**src/rtl/sound_pkg.sv**
```systemverilog
// Shared types, tick constants and saturating adder for the 48 kHz audio scheduler.
package sound_pkg;

    localparam int unsigned TICK_W   = 14;
    localparam int unsigned TICK_INC = 8;
    localparam int unsigned TICK_MOD = 12375;
    localparam int unsigned SAMP_MAX_W = 16;

    typedef enum logic [1:0] {
        A_ONLY = 2'd0,
        A_PRIO = 2'd1,
        MIX    = 2'd2,
        MUTE   = 2'd3
    } mode_e;

    typedef enum logic {
        ST_IDLE = 1'b0,
        ST_RUN  = 1'b1
    } sched_state_e;

    // Adds two sign-extended samples and clamps to the signed range of a w-bit sample.
    function automatic logic signed [15:0] sat_add(input logic signed [15:0] a,
                                                   input logic signed [15:0] b,
                                                   input int unsigned        w);
        logic signed [16:0] sum;
        logic signed [16:0] hi;
        logic signed [16:0] lo;
        sum = $signed({a[15], a}) + $signed({b[15], b});
        hi  = (17'sd1 <<< (w - 1)) - 17'sd1;
        lo  = -(17'sd1 <<< (w - 1));
        if (sum > hi) begin
            sat_add = hi[15:0];
        end else if (sum < lo) begin
            sat_add = lo[15:0];
        end else begin
            sat_add = sum[15:0];
        end
    endfunction

endpackage

```
**src/rtl/sound_rate_tick.sv**
```systemverilog
// Fractional accumulator: 8/12375 of clk_74a (74.25 MHz) gives an exact 48 kHz tick.
module sound_rate_tick
    import sound_pkg::*;
(
    input  logic i_clk,
    input  logic i_reset,
    output logic o_tick_c
);

    localparam int unsigned SUM_W = TICK_W + 1;

    logic [TICK_W-1:0] r_accum;
    logic [SUM_W-1:0]  w_sum;

    assign w_sum    = {1'b0, r_accum} + SUM_W'(TICK_INC);
    assign o_tick_c = (w_sum >= SUM_W'(TICK_MOD));

    // Phase accumulator; wraps modulo TICK_MOD on each tick.
    always_ff @(posedge i_clk) begin
        if (i_reset) begin
            r_accum <= '0;
        end else if (o_tick_c) begin
            r_accum <= TICK_W'(w_sum - SUM_W'(TICK_MOD));
        end else begin
            r_accum <= TICK_W'(w_sum);
        end
    end

endmodule

```
**src/rtl/sound_source_sched.sv**
```systemverilog
// 48 kHz stereo sample scheduler: arbitrates/mixes sources A and B into held I2S samples.
// Optional build macro SOUND_SCHED_STATS_EN adds a saturating underrun_count output.
module sound_source_sched
    import sound_pkg::*;
#(
    parameter int unsigned WIDTH         = 16,
    parameter bit          UNDERRUN_HOLD = 1'b1
)
(
    input  logic             clk_74a,
    input  logic             reset,
    input  logic [1:0]       mode,
    input  logic             a_valid,
    output logic             a_ready,
    input  logic [WIDTH-1:0] a_l,
    input  logic [WIDTH-1:0] a_r,
    input  logic             b_valid,
    output logic             b_ready,
    input  logic [WIDTH-1:0] b_l,
    input  logic [WIDTH-1:0] b_r,
    output logic [WIDTH-1:0] audio_l,
    output logic [WIDTH-1:0] audio_r,
    output logic             sample_strobe,
    output logic             underrun
`ifdef SOUND_SCHED_STATS_EN
    ,
    output logic [15:0]      underrun_count
`endif
);

    logic             w_tick;
    mode_e            w_mode;
    sched_state_e     r_state;
    sched_state_e     w_state_next;

    logic             r_a_ready;
    logic             r_b_ready;
    logic [WIDTH-1:0] r_a_l;
    logic [WIDTH-1:0] r_a_r;
    logic [WIDTH-1:0] r_b_l;
    logic [WIDTH-1:0] r_b_r;
    logic             w_a_full;
    logic             w_b_full;
    logic             w_accept_a;
    logic             w_accept_b;

    logic             w_sel;
    logic             w_consume_a;
    logic             w_consume_b;
    logic             w_under;
    logic [WIDTH-1:0] w_out_l;
    logic [WIDTH-1:0] w_out_r;

    logic signed [15:0] w_a_l16;
    logic signed [15:0] w_a_r16;
    logic signed [15:0] w_b_l16;
    logic signed [15:0] w_b_r16;
    logic [WIDTH-1:0]   w_mix_l;
    logic [WIDTH-1:0]   w_mix_r;

    logic [WIDTH-1:0] r_audio_l;
    logic [WIDTH-1:0] r_audio_r;
    logic             r_strobe;
    logic             r_underrun;

    sound_rate_tick u_tick (
        .i_clk    (clk_74a),
        .i_reset  (reset),
        .o_tick_c (w_tick)
    );

    assign w_mode     = mode_e'(mode);
    assign w_a_full   = ~r_a_ready;
    assign w_b_full   = ~r_b_ready;
    assign w_accept_a = a_valid & r_a_ready;
    assign w_accept_b = b_valid & r_b_ready;

    // Empty holding registers contribute zero to the mix.
    assign w_a_l16 = w_a_full ? 16'($signed(r_a_l)) : 16'sd0;
    assign w_a_r16 = w_a_full ? 16'($signed(r_a_r)) : 16'sd0;
    assign w_b_l16 = w_b_full ? 16'($signed(r_b_l)) : 16'sd0;
    assign w_b_r16 = w_b_full ? 16'($signed(r_b_r)) : 16'sd0;
    assign w_mix_l = WIDTH'(sat_add(w_a_l16, w_b_l16, WIDTH));
    assign w_mix_r = WIDTH'(sat_add(w_a_r16, w_b_r16, WIDTH));

    // Source A holding register; ready is the registered empty flag.
    always_ff @(posedge clk_74a) begin
        if (reset) begin
            r_a_ready <= 1'b1;
            r_a_l     <= '0;
            r_a_r     <= '0;
        end else if (w_accept_a) begin
            r_a_ready <= 1'b0;
            r_a_l     <= a_l;
            r_a_r     <= a_r;
        end else if (w_consume_a) begin
            r_a_ready <= 1'b1;
        end
    end

    // Source B holding register; ready is the registered empty flag.
    always_ff @(posedge clk_74a) begin
        if (reset) begin
            r_b_ready <= 1'b1;
            r_b_l     <= '0;
            r_b_r     <= '0;
        end else if (w_accept_b) begin
            r_b_ready <= 1'b0;
            r_b_l     <= b_l;
            r_b_r     <= b_r;
        end else if (w_consume_b) begin
            r_b_ready <= 1'b1;
        end
    end

    // Scheduler state register.
    always_ff @(posedge clk_74a) begin
        if (reset) begin
            r_state <= ST_IDLE;
        end else begin
            r_state <= w_state_next;
        end
    end

    // Per-tick selection, consumption, underrun detection and next state.
    always_comb begin
        w_state_next = r_state;
        w_sel        = 1'b0;
        w_consume_a  = 1'b0;
        w_consume_b  = 1'b0;
        w_under      = 1'b0;
        w_out_l      = r_audio_l;
        w_out_r      = r_audio_r;
        if (w_tick) begin
            case (w_mode)
                A_ONLY: begin
                    if (w_a_full) begin
                        w_sel       = 1'b1;
                        w_consume_a = 1'b1;
                        w_out_l     = r_a_l;
                        w_out_r     = r_a_r;
                    end
                end
                A_PRIO: begin
                    if (w_a_full) begin
                        w_sel       = 1'b1;
                        w_consume_a = 1'b1;
                        w_out_l     = r_a_l;
                        w_out_r     = r_a_r;
                    end else if (w_b_full) begin
                        w_sel       = 1'b1;
                        w_consume_b = 1'b1;
                        w_out_l     = r_b_l;
                        w_out_r     = r_b_r;
                    end
                end
                MIX: begin
                    w_consume_a = w_a_full;
                    w_consume_b = w_b_full;
                    if (w_a_full || w_b_full) begin
                        w_sel   = 1'b1;
                        w_out_l = w_mix_l;
                        w_out_r = w_mix_r;
                    end
                end
                MUTE: begin
                    w_consume_a = w_a_full;
                    w_consume_b = w_b_full;
                    w_out_l     = '0;
                    w_out_r     = '0;
                end
                default: begin
                end
            endcase
            if (w_sel) begin
                w_state_next = ST_RUN;
            end else if ((w_mode != MUTE) && (r_state == ST_RUN)) begin
                w_under = 1'b1;
                if (!UNDERRUN_HOLD) begin
                    w_out_l = '0;
                    w_out_r = '0;
                end
            end
        end
    end

    // Output sample registers and per-tick pulses.
    always_ff @(posedge clk_74a) begin
        if (reset) begin
            r_audio_l  <= '0;
            r_audio_r  <= '0;
            r_strobe   <= 1'b0;
            r_underrun <= 1'b0;
        end else begin
            r_strobe   <= w_tick;
            r_underrun <= w_under;
            if (w_tick) begin
                r_audio_l <= w_out_l;
                r_audio_r <= w_out_r;
            end
        end
    end

    assign a_ready       = r_a_ready;
    assign b_ready       = r_b_ready;
    assign audio_l       = r_audio_l;
    assign audio_r       = r_audio_r;
    assign sample_strobe = r_strobe;
    assign underrun      = r_underrun;

`ifdef SOUND_SCHED_STATS_EN
    logic [15:0] r_underrun_count;

    // Saturating count of underrun pulses.
    always_ff @(posedge clk_74a) begin
        if (reset) begin
            r_underrun_count <= '0;
        end else if (w_under && (r_underrun_count != 16'hFFFF)) begin
            r_underrun_count <= r_underrun_count + 16'd1;
        end
    end

    assign underrun_count = r_underrun_count;
`endif

endmodule
```
**config.mk**
```make
export PLATFORM = sky130hd
export DESIGN_NAME = sound_source_sched
export DESIGN_NICKNAME = d
export VERILOG_FILES = /design/src/rtl/sound_pkg.sv /design/src/rtl/sound_rate_tick.sv /design/src/rtl/sound_source_sched.sv
export SDC_FILE = /design/constraint.sdc
export NUM_CORES = 1
export LEC_CHECK = 0
export BUFFER_PORTS_ARGS = -buffer_cell sky130_fd_sc_hd__buf_2
export CAP_MARGIN = 5
export CORE_ASPECT_RATIO = 0.7
export CORE_UTILIZATION = 27
export CTS_BUF_LIST = sky130_fd_sc_hd__clkbuf_8 sky130_fd_sc_hd__clkbuf_16
export CTS_CLUSTER_DIAMETER = 120
export CTS_CLUSTER_SIZE = 40
export DETAILED_ROUTE_END_ITERATION = 12
export GPL_TIMING_DRIVEN = 0
export PLACE_DENSITY_LB_ADDON = 0.05
export RECOVER_POWER = 25
export SLEW_MARGIN = 10
export SYNTH_ARGS = -nofsm -noshare
export SYNTH_HDL_FRONTEND = slang
export SYNTH_SLANG_ARGS = --single-unit
```
**constraint.sdc**
```tcl
create_clock -name clk_74a -period 4.2 [get_ports clk_74a]
set_clock_uncertainty 0.05 [all_clocks]
set_input_delay 0.42 -clock clk_74a [delete_from_list [all_inputs] [get_ports clk_74a]]
set_output_delay 0.42 -clock clk_74a [all_outputs]
set_load 0.01 [all_outputs]
```
* After elaboration in Yosys (flattened, before gate mapping)
Cells that the tools add are included.
** Operators by class
- Add/sub/neg operators :: 4
- Multiplexer cells :: 35
- Bitwise gates (word level) :: 5
- Equality and inequality tests :: 7
- Reduce and logical (&&, ||, !) cells :: 10
- Order comparisons :: 5
** Operator list (number)
- $mux 16 :: 16
- $pmux 16 s4 :: 2
- $add 16x16->17 :: 2
- $gt 17x16->1 const B :: 2
- $lt 17x16->1 const B :: 2
- $add 14x4->15 const B :: 1
- $ge 15x14->1 const B :: 1
- $mux 14 :: 1
- $sub 14x14->14 const B :: 1
- $mux 1 :: 13
- $ne 2x2->1 const B :: 3
- $eq 2x2->1 const B :: 2
- $pmux 1 s2 :: 2
- $reduce_and 4->1 :: 1
- $reduce_bool 2->1 :: 2
- $reduce_or 2->1 :: 2
- $ne 3x3->1 const B :: 1
- $not 1->1 :: 3
- $pmux 1 s3 :: 1
- $reduce_or 3->1 :: 1
- $and 1x1->1 :: 2
- $eq 2x1->1 const B :: 1
- $logic_not 2->1 :: 1
- $reduce_and 2->1 :: 1
- other kinds (2) :: 2
** Word-level totals
- Bits of input ports :: 70
- Output and inout port bits :: 36
- Register bits :: 115
- Word-level logic and storage cells :: 78

* Depth between registers and ports, before layout
- Word-level depth :: 7
- Depth in mapped cells :: 16
- Gate-level depth less buffers :: 12

* Cells and area by module
Synthesis repeated with hierarchy kept, for this count alone.
** Unflattened totals
- Cell total of the unflattened synthesis :: 1053
- Area total of the unflattened synthesis :: 7825.0 µm²
** By module, submodules not included
- sound_source_sched :: instances 1, cells each 874, area an instance 6481.2 µm², seq. area each 2021.9 µm²
- sound_rate_tick :: instances 1, cells each 179, area an instance 1343.8 µm², seq. area each 280.3 µm²

* Least setup slack after synthesis
OpenSTA, ideal clock, no wires.
- Path kind :: reg2reg
- Start point :: register r_a_ready (netlist: a_ready)
- End point :: register r_audio_r[10] (netlist: audio_r[10])
- Data required time :: 4.005 ns
- Arrival :: 3.298 ns
- Path buffers :: 3
- Setup slack :: 0.707 ns
- Period minus slack after synthesis :: 3.493 ns
- Cell stages (with the launch flop) :: 13
- Setup time :: 0.145 ns
- Cells stage by stage :: dfxtp_1 clkbuf_1 clkbuf_1 clkbuf_1 nor2b_1 ha_1 a21o_1 a2111oi_0 a21oi_1 a21o_1 a41o_1 a31oi_1 a21oi_1
** On the way
- Word-level cells in the longest chain between the ends :: 7
- Elaborated cells between the ends (all ways) :: 15
- Classes of those cells :: add/sub (1); order compare (2); eq/ne (3); mux (6); bitwise (1); reduce/logical (2)
** Ends and longest elaborated chain
- start, declared :: RTL line sound_source_sched.sv:36 : logic r_a_ready;
- start signal, assigned :: RTL line sound_source_sched.sv:89 : r_a_ready <= 1'b1;
- start signal, assigned :: RTL line sound_source_sched.sv:93 : r_a_ready <= 1'b0;
- start signal, assigned :: RTL line sound_source_sched.sv:97 : r_a_ready <= 1'b1;
- $mux 16 :: RTL line sound_source_sched.sv:80 : assign w_a_r16 = w_a_full ? 16'($signed(r_a_r)) : 16'sd0;
- $add 16x16->17 :: RTL line sound_pkg.sv:28 : sum = $signed({a[15], a}) + $signed({b[15], b});
- $lt 17x16->1 :: RTL line sound_pkg.sv:33 : end else if (sum < lo) begin
- $mux 16 :: RTL line sound_pkg.sv:33
- $mux 16 :: RTL line sound_pkg.sv:31 : if (sum > hi) begin
- $mux 16 :: RTL line sound_source_sched.sv:160 : if (w_a_full || w_b_full) begin
- $pmux 16 s4 :: RTL line sound_source_sched.sv:135 : case (w_mode)
- end signal, assigned :: RTL line sound_source_sched.sv:199 : r_audio_r <= w_out_r;
- end, declared :: RTL line sound_source_sched.sv:62 : logic [WIDTH-1:0] r_audio_r;
Several ways; a longest one is shown, not always the timed one. The select of a mux whose other input is x is not followed.
A chain may end at the register's enable or synchronous reset.

* Worst setup path in the final report
- Start point :: register r_a_ready (netlist: a_ready)
- End point :: register r_audio_r[6] (netlist: audio_r[6])
The elaborated chain is that of the path after synthesis.

==> metrics.yaml <==
status:
  status: "finished clean"
floorplan:
  die-area_um2: 26870
  dieHeight_um: 137.5
  core_area_um2: 25690
  start_util_pct: 27.55
  die_x_um: 195.5
  io_pins: 106
  row_count: 49
drt:
  drt-vias-per-instance: 4.977
  routed_wl_mm: 28.01
  drc: 0
  vias: 7032
  ant_nets: 0
  dr.pass1.iters: 5
  wl_per_cell_um: 19.82
  drt_iter0_markers: 381
global_routing:
  grt_usage_pct: 21.44
  grt.overflow.total: 0
  antenna_found_initial: 1
  grt_pass1_vias: 6815
  grt_pass1_wl_mm: 41.95
  grt_max_degree: 17
layout:
  n_fill_cell: 2774
  syn_to_final_growth_pct: 22.12
  mostFrequentLayoutCells: "nand2_1, a21oi_1, dfxtp_1"
  final_common_cell: "nand2_1"
  layout-drive-gt1-share_pct: 12.40
  final_net_count: 1179
  fin_util_pct: 33.64
  regArea_um2: 2303
  fin_area_um2: 8642
  multi_input_area_um2: 4534
clock_tree:
  cts_sinks: 115
  clkLatencyLatePin_ns: 0.43
  cts.clk_slew.worst_paths_ns: 0.06
  cts_hold_buffers: 0
  clockRootBuffer: "clkbuf_16"
  post_cts_buffers: 0
  numCtsBuffers: 17
  h-tree-depth: 4
  cts_tree: "done"
  clock_tree.buffer_depth: 2
placed_design:
  post-place-ws_ns: -1.138
  gp_congestion: 0.8278
  placement.io_buffers: 105
  hpwl_mm: 20.73
  placed_area_um2: 8016
min_path:
  hold_class: "input port to flop"
timing:
  worst_slack_ns: 0.2443
  post-route-period-util_pct: 94.18
  rsz0062_at_grt: "no"
  fin_crit_ns: 3.956
  timing.slew.headroom_pct: 39.18
  setup-tns-final_ns: 0
  hold_viol_final: 0
  maxSlewViolCount: 0
  fmax_mhz: 252.8
  worst_pin_slew_ns: 0.9123
  setup_viol: 0
pwr:
  vdd_ir_drop_max_v: 0.0002802
  power_density_nw_per_um2: 356.1
  p_leak_nw: 3.392
worst_setup_path:
  path_delay_family: "compound AO/OA/AOI/OAI gates"
  critPathRequiredTime_ns: 4.43
  cp_slowest_stage_delay_ns: 0.59
  crit_fanout: 10
  slowest_stage: "a31oi_2"
  worstPathArrival_ns: 4.18
  end_kind: "flop"
  crit_buf_inv: 3
  cp_cell_sequence: "clkbuf_4, clkbuf_4, clkbuf_4, nor2b_1, ha_1, a21oi_1, o211a_1, o21bai_2, a31oi_1, xnor2_2, a31oi_2, a21oi_1"
  cpMostUsedCell: "clkbuf_4"
  critPathKind: "flop to flop"
  crit_path_start_kind: "flop"
synth:
  ys_seq_area_share_pct: 32.53
  ys_types: 65
  ys_ff_latch: 115
  syn-instance-count: 947
  synth_edf_count: 0
  ys.flop_type: "dfxtp_1"
  synth_nets: 1055
  synthArstFlopShare_pct: 0
  yosys_warnings: 0
  syn_area_per_cell_um2: 7.473
  netlist_area_um2: 7077
run:
  drv_cap: 0
## power by group
| part | switching (W) | internal [W] | leakage [nW] |
|---|---|---|---|
| Combinational | 0.000267 | 0.000135 | 2.15 |
| Sequential | 0.0000416 | 0.00113 | 0.937 |
| Clock | 0.000524 | 0.000976 | 0.304 |
| Total | 0.000833 | 0.00224 | 3.39 |
## layout make-up
type,count,share of cell area (%)
inverters,17,0.7384
diodes,1,0.02896
repair buffers,105,5.574
clock inverters,8,1.289
well taps,331,4.792
flip-flops and latches,115,26.65
plain buffers,56,2.896
multi-input cells,759,52.47
clock buffers,21,5.560
## final timing paths
| kind | startpoint | endpoint | slack [ns] | depth (start not counted) |
|---|---|---|---|---|
| max | a_ready | audio_r[6] | 0.24 | 12 |
| min | b_l[13] | r_b_l[13] | 0.17 | 3 |
| max reg2reg | a_ready | audio_r[6] | 0.24 | 12 |
| min reg2reg | r_b_l[8] | r_b_l[8] | 0.42 | 2 |
## tightest hold or removal path, cell delays in order
cell	delay, ns
buf_2	0.09
nand2_1	0.04
a21oi_1	0.05
## cell families after synthesis
logic type      synth area share [%]
compound gates                 24.63
xor+xnor                       5.304
fa+ha+maj                      7.921
buf+inv                        4.137
flops                          32.53
mux                           0.4950
simple gates                   24.98
## Yosys cell counts (17+ instances only)
cell      instances  share of area, %
a21o_1           27               2.9
a21oi_1         143                10
a31oi_1          21               1.9
clkbuf_1         47               2.5
dfxtp_1         115                33
ha_1             36               6.4
nand2_1         208                11
nand3_1          17               1.2
nor2_1           33               1.8
nor2b_1          66               5.8
o21ai_0          40               2.8
xnor2_1          28               3.5
## per-layer routing
| metal | routed length (um) | GRT usage [%] | part of all wire, % | up-vias |
|---|---|---|---|---|
| li1 | - | - | - | 3536 |
| met1 | 15510 | 32.61 | 55 | 3307 |
| met2 | 10870 | 29.96 | 39 | 167 |
| met3 | 1253 | 3.623 | 4.5 | 22 |
| met4 | 367 | 6.912 | 1.3 | 0 |
| met5 | 0 | 0 | 0 | - |
## what timing repair did
| item | CTS | global route |
|---|---|---|
| gates resized for setup | 17 | 11 |
| pin swaps | 0 | 1 |
| endpoints found under the setup margin | 32 | 27 |
## state kept, by name, indices dropped and copies added, names as in the netlist
register and cells:
audio_r 16, a_ready 1, r_b_r 16, u_tick.r_accum 14, r_state 1, r_b_l 16, underrun 1, r_a_r 16
sample_strobe 1, r_a_l 16, audio_l 16, b_ready 1
## per-stage QoR
step,cells,hold slack (ns),power (W)
2_1_floorplan,947,0.3788,0.001415
3_3_place_gp,1383,0.4067,0.001593
3_5_place_dp,1383,0.4070,0.001589
4_1_cts,1412,0.1558,0.003114
5_1_grt,1412,0.1684,0.003208
6_report,1413,0.1733,0.003078
No activity file was read; power rests on OpenSTA's default activity.
